`src/rtl/regfile_dump_reader.sv`:
```
// regfile_dump_reader: walks an inclusive, wrapping register range and streams each word over valid/ready; REGDUMP_SKIP_ZERO_EN drops zero words except the last
module regfile_dump_reader #(
   parameter int size = 32
) (
   input  logic            clk,
   input  logic            rst_n,
   input  logic            start,
   input  logic            abort,
   input  logic [4:0]      first_reg,
   input  logic [4:0]      last_reg,
   output logic [4:0]      rf_read_reg,
   input  logic [size-1:0] rf_read_data,
   output logic            dump_valid,
   input  logic            dump_ready,
   output logic [size-1:0] dump_data,
   output logic [4:0]      dump_index,
   output logic            dump_last,
   output logic            busy,
   output logic            done
);
   localparam logic [1:0] IDLE = 2'd0, READ = 2'd1, SEND = 2'd2, DONE = 2'd3;
   logic [1:0] state;
   logic [4:0] cnt, end_reg;
   logic skip;
`ifdef REGDUMP_SKIP_ZERO_EN
   assign skip = (rf_read_data == '0) && (cnt != end_reg);
`else
   assign skip = 1'b0;
`endif
   assign rf_read_reg = cnt;
   assign busy = (state == READ) || (state == SEND);
   assign dump_valid = state == SEND;
   assign done = state == DONE;
   always_ff @(posedge clk or negedge rst_n)
      if (!rst_n) begin
         state <= IDLE;
         cnt <= '0;
         end_reg <= '0;
         dump_data <= '0;
         dump_index <= '0;
         dump_last <= 1'b0;
      end else if (abort && busy)
         state <= IDLE;
      else
         case (state)
            IDLE: if (start) begin
               cnt <= first_reg;
               end_reg <= last_reg;
               state <= READ;
            end
            READ: if (skip)
               cnt <= cnt + 5'd1;
            else begin
               dump_data <= rf_read_data;
               dump_index <= cnt;
               dump_last <= cnt == end_reg;
               state <= SEND;
            end
            SEND: if (dump_ready) begin
               state <= dump_last ? DONE : READ;
               if (!dump_last) cnt <= cnt + 5'd1;
            end
            default: state <= IDLE;
         endcase
endmodule

```
`config.mk`:
```
export PLATFORM = sky130hd
export DESIGN_NAME = regfile_dump_reader
export DESIGN_NICKNAME = d
export VERILOG_FILES = /design/src/rtl/regfile_dump_reader.sv
export SDC_FILE = /design/constraint.sdc
export NUM_CORES = 1
export LEC_CHECK = 0
export ABC_CLOCK_PERIOD_IN_PS = 1700
export CAP_MARGIN = 40
export CORE_MARGIN = 5
export CORE_UTILIZATION = 25
export CTS_BUF_LIST = sky130_fd_sc_hd__clkbuf_4 sky130_fd_sc_hd__clkbuf_8
export CTS_CLUSTER_SIZE = 30
export DETAILED_ROUTE_END_ITERATION = 7
export GPL_TIMING_DRIVEN = 0
export PLACE_DENSITY_LB_ADDON = 0.2
export RECOVER_POWER = 50
export SLEW_MARGIN = 20
export SYNTH_ARGS = -nofsm -noshare
export SYNTH_HDL_FRONTEND = slang
export SYNTH_SLANG_ARGS = --single-unit
```
`constraint.sdc`:
```
create_clock -name clk -period 1.7 [get_ports clk]
set_input_delay 0.425 -clock clk [delete_from_list [all_inputs] [get_ports clk]]
set_output_delay 0.425 -clock clk [all_outputs]
set_load 0.02 [all_outputs]
```
; Word-level counts from Yosys, hierarchy flattened
; Cells that the tools add are included.
[totals]
in_bits = 47
reg_bits = 50
elab_cells = 34
out_inout_bits = 46
[op_classes]
addsub = 1
reduce_logical = 8
bitwise_logic = 1
eq_ne = 9
n_mux = 9
[op_table]
columns = op, count
row1 = $mux 5, 3
row2 = $pmux 5 s2, 1
row3 = $mux 2, 4
row4 = $pmux 2 s3, 1
row5 = $add 5x1->5 const B, 1
row6 = $eq 5x5->1, 1
row7 = $reduce_and 5->1, 1
row8 = $eq 2x2->1 const B, 2
row9 = $ne 2x2->1 const B, 2
row10 = $reduce_and 2->1, 2
row11 = $ne 3x1->1 const B, 1
row12 = $ne 3x3->1 const B, 1
row13 = $reduce_and 3->1, 1
row14 = $eq 2x1->1 const B, 1
row15 = $logic_not 2->1, 1
row16 = $ne 2x1->1 const B, 1
row17 = $reduce_bool 2->1, 1
row18 = $logic_and 1x1->1, 1
row19 = $logic_or 1x1->1, 1
row20 = $not 1->1, 1

; Depth between registers and ports, before layout
[depth]
depth_word = 5
mapped_depth = 8
depth_no_buf = 6

; Worst setup path after synthesis
; Ideal clock, no wire load.
[synth_timing]
path_kind = register -> register
start = register state[0]
end = register cnt[1] (netlist: rf_read_reg[1])
t_arrival_ns = 1.745
required_time_ns = 1.575
synth_period_minus_slack_ns = 1.870
path_stages_with_launch = 8
n_path_buf = 1
path_slack_ns = -0.170
setup_ns = 0.125
path_cell_list = dfrtp_1 > inv_1 > ha_1 > nand2_1 > o211a_2 > and2_4 > buf_6 > mux2_4
[synth_between]
elab_chain_len = 5
elab_cells_between_ends = 12
cone_classes = 5 x eq/ne / 1 x mux / 1 x bitwise / 5 x reduce/logical
[synth_lines]
columns = item, line_no
row1 = from (decl), 22  ; logic [1:0] state;
row2 = from (signal assigned), 60  ; state <= dump_last ? DONE : READ;
row3 = $eq 2x1->1 or $eq 2x2->1 (tied branches), 31  ; assign busy = (state == READ) || (state == SEND);
row4 = $logic_or 1x1->1 (*), 31
row5 = via busy, 18  ; output logic busy,
row6 = $logic_and 1x1->1 (*), 42  ; end else if (abort && busy)
row7 = $not 1->1 (no line) (*), --
row8 = $reduce_and 5->1 (no line) (*), --
row9 = to (signal assigned), 47  ; cnt <= first_reg;
row10 = to (signal assigned), 52  ; cnt <= cnt + 5'd1;
row11 = to (signal assigned), 61  ; if (!dump_last) cnt <= cnt + 5'd1;
row12 = to (decl), 23  ; logic [4:0] cnt, end_reg;
; The timed path passes the listed nets; every way through them passes the cells marked *.
; A chain may end at the register's enable or synchronous reset.

; Worst setup path after layout
[layout_timing]
start = register state[0]
end = register cnt[1] (netlist: rf_read_reg[1])
[layout_between]
elab_chain_len = 5
elab_cells_between_ends = 12
cone_classes = 5 x eq/ne / 1 x mux / 1 x bitwise / 5 x reduce/logical
[layout_lines]
columns = item, line_no
row1 = $eq 2x1->1 or $eq 2x2->1 (tied branches), "31, 45"
row2 = $logic_or 1x1->1, 31
row3 = $logic_and 1x1->1, 42
row4 = $not 1->1 (no line), --
row5 = $reduce_and 5->1 (no line), --
; Parallel ways exist; a longest one is shown, timed or not.

==> run metrics <==
outcome complete, no violations; largest net degree at the start of global routing 51; Synth top cells by count nand2_1, dfrtp_1, inv_1; CP Launch Type flop; cell area after synthesis 0.00220 mm2; die area 0.0108 mm2; required time of the critical path 1900 ps; fmax 593 MHz; first-pass GRT wire length 10400 um; # clock sinks 50; YS warnings 0; Die W 104 um; crit end category flop; CTS tree yes; top cell type's share of synthesized area 56.9%; RR Endpoint rf_read_reg[1]; Tightest Pin Transition 1290 ps; FP Rows 34; Worst Path Arrival 1880 ps; diode count 0; GRT Residual Overflow 0; Setup WS pre-CTS -361 ps; final hold vios 0; synth top area cells dfrtp_1, nand2_1, ha_1, mux2_2, inv_1; final net count 390; Initial Util 25.5%; count leader, synth nand2_1; Initial DRT Pass Iterations 3; Worst-path clk slew 100 ps; WL final 6230 um; CP Capture Point rf_read_reg[1]; R2R depth 7; fraction of layout cells with a size suffix above 1 16.0%; port bufs 92; Mapped Avg Cell Area 9.61 um2; Reg2Reg Setup Slack 10 ps; Syn-to-layout area delta 54.9%; DR WL/cell 14.0 um; drt initial violations 38; CTS buffer count 5; setup TNS 0 ps; unrepaired setup endpoints after global routing yes; final critical-path share of the clock period 99.3%; gr usage total 11.6%; post-synth top area cell dfrtp_1; critical path type reg2reg; Cell Pwr Density 1920 mW/mm2; Reg2Reg Launch Point state[0]; number of flops mapped to enable cells by yosys 0; H-tree depth 2; Power Total 6530 uW; worst setup path start state[0]; clk buf depth 2; maxcap violations 0; io pins 93; Worst Hold Class in2async; Vias 1932; core box area 0.00864 mm2; max-slew violation count 0; Tmin final 1690 ps; Worst VDD drop 780 uV; post-synthesis net count 282; Post-synth ARST share 100%; largest reg by FF count dump_data; Syn Inst Count 229; # setup viols final 0; register area share after synthesis 56.9%; initial antenna violation count 0; max reg flops 32; Crit Path Max Fanout 6; vias in the first global route 2054; GPL Wtd Cong 0.686; Post-route DRC 0; distinct cell type count after synthesis 32; worst setup margin 12.7 ps; relative slew slack 13.8%; Die Ht 104 um; Vias/cell 4.33; Antenna Violating Nets Remaining 0; post-synthesis sequential element count 50; Clk Latency, worst-skew pair 300 ps; Main synth FF type dfrtp_1; CTS root buf clkbuf_8; Hold Buf Count CTS 0; final clock skew 7.33 ps; DPL Wire Length 4490 um; leakage power 0.00172 uW
## routing by layer
metal  GRT usage [%]  vias up  wire (um)
li1                -      950          -
met1            14.1      920       2820
met2            19.7       58       2960
met3            3.92        4        410
met4            3.05        0         38
met5               0        -          0
## how the worst min path moves through the flow
stage	depth (start not counted)	to	startpoint	slack, ps
floorplan	0	dump_data[0]	rst_n	130
global placement	2	dump_data[7]	dump_data[7]	460
detailed placement	2	dump_data[3]	dump_data[3]	460
CTS	1	dump_index[0]	rst_n	180
global route	2	dump_data[21]	dump_data[21]	500
finish	1	rf_read_reg[0]	rst_n	400
## stage by stage
stage          area (um2)  utilization (%)  hold slack, ps  cells
2_1_floorplan        2240                -             129    229
3_3_place_gp         3290             38.1             458    429
3_5_place_dp         3290             38.1             462    429
4_1_cts              3410             39.5             178    445
5_1_grt              3410             39.5             504    446
6_report             3410             39.5             395    446
## cells in the final DEF, fill, tap and decap left out, drive strengths merged, types with 2 or more instances in the layout
cell / instances
mux2: 7
inv: 7
nor3: 3
clkinv: 2
xor2: 3
a41oi: 3
clkdlybuf4s50: 45
nand3: 2
dlygate4sd2: 39
and2b: 2
o211ai: 3
nand4: 3
mux2i: 2
o21ai: 3
ha: 6
nand2: 110
buf: 18
dfrtp: 50
clkbuf: 15
and3: 3
and2: 3
xnor2: 2
## power breakdown
part | internal (uW) | leakage [uW] | switching [uW]
Sequential | 1780 | 0.000616 | 380
Clock | 308 | 0.0000486 | 405
Combinational | 1570 | 0.00106 | 2090
## worst max-delay path, stage by stage (launching register included)
cell and delay (ps):
dfrtp_1 380, inv_2 70, buf_6 120, buf_4 130
ha_4 180, o211a_4 240, and2_4 160, mux2_4 290
## cell type report
class | count | area [um2]
Tap cell | 108 | 135
Inverter | 7 | 26.3
Timing Repair Buffer | 103 | 920
Clock buffer | 6 | 76.3
Sequential cell | 50 | 1250
Fill cell | 921 | 5230
Clock inverter | 2 | 13.8
Multi-Input combinational cell | 162 | 937
Buffer | 8 | 47.5
## repair_timing
action	4_1_cts	5_1_grt
gates resized for setup	56	15
setup endpoints to repair	87	42
pin swaps	2	4
setup buffers	9	2
## kinds of logic (layout without fill, tap and decap cells)
group / after synthesis / after routing / synth area share [%]
mux: 9 / 9 / 4.66
compound gates: 14 / 14 / 4.89
buf+inv: 17 / 126 / 3.47
flops: 50 / 50 / 56.9
simple gates: 128 / 128 / 24.7
fa+ha+maj: 6 / 6 / 3.41
xor+xnor: 5 / 5 / 1.99
(Power assumes the default switching activity.)
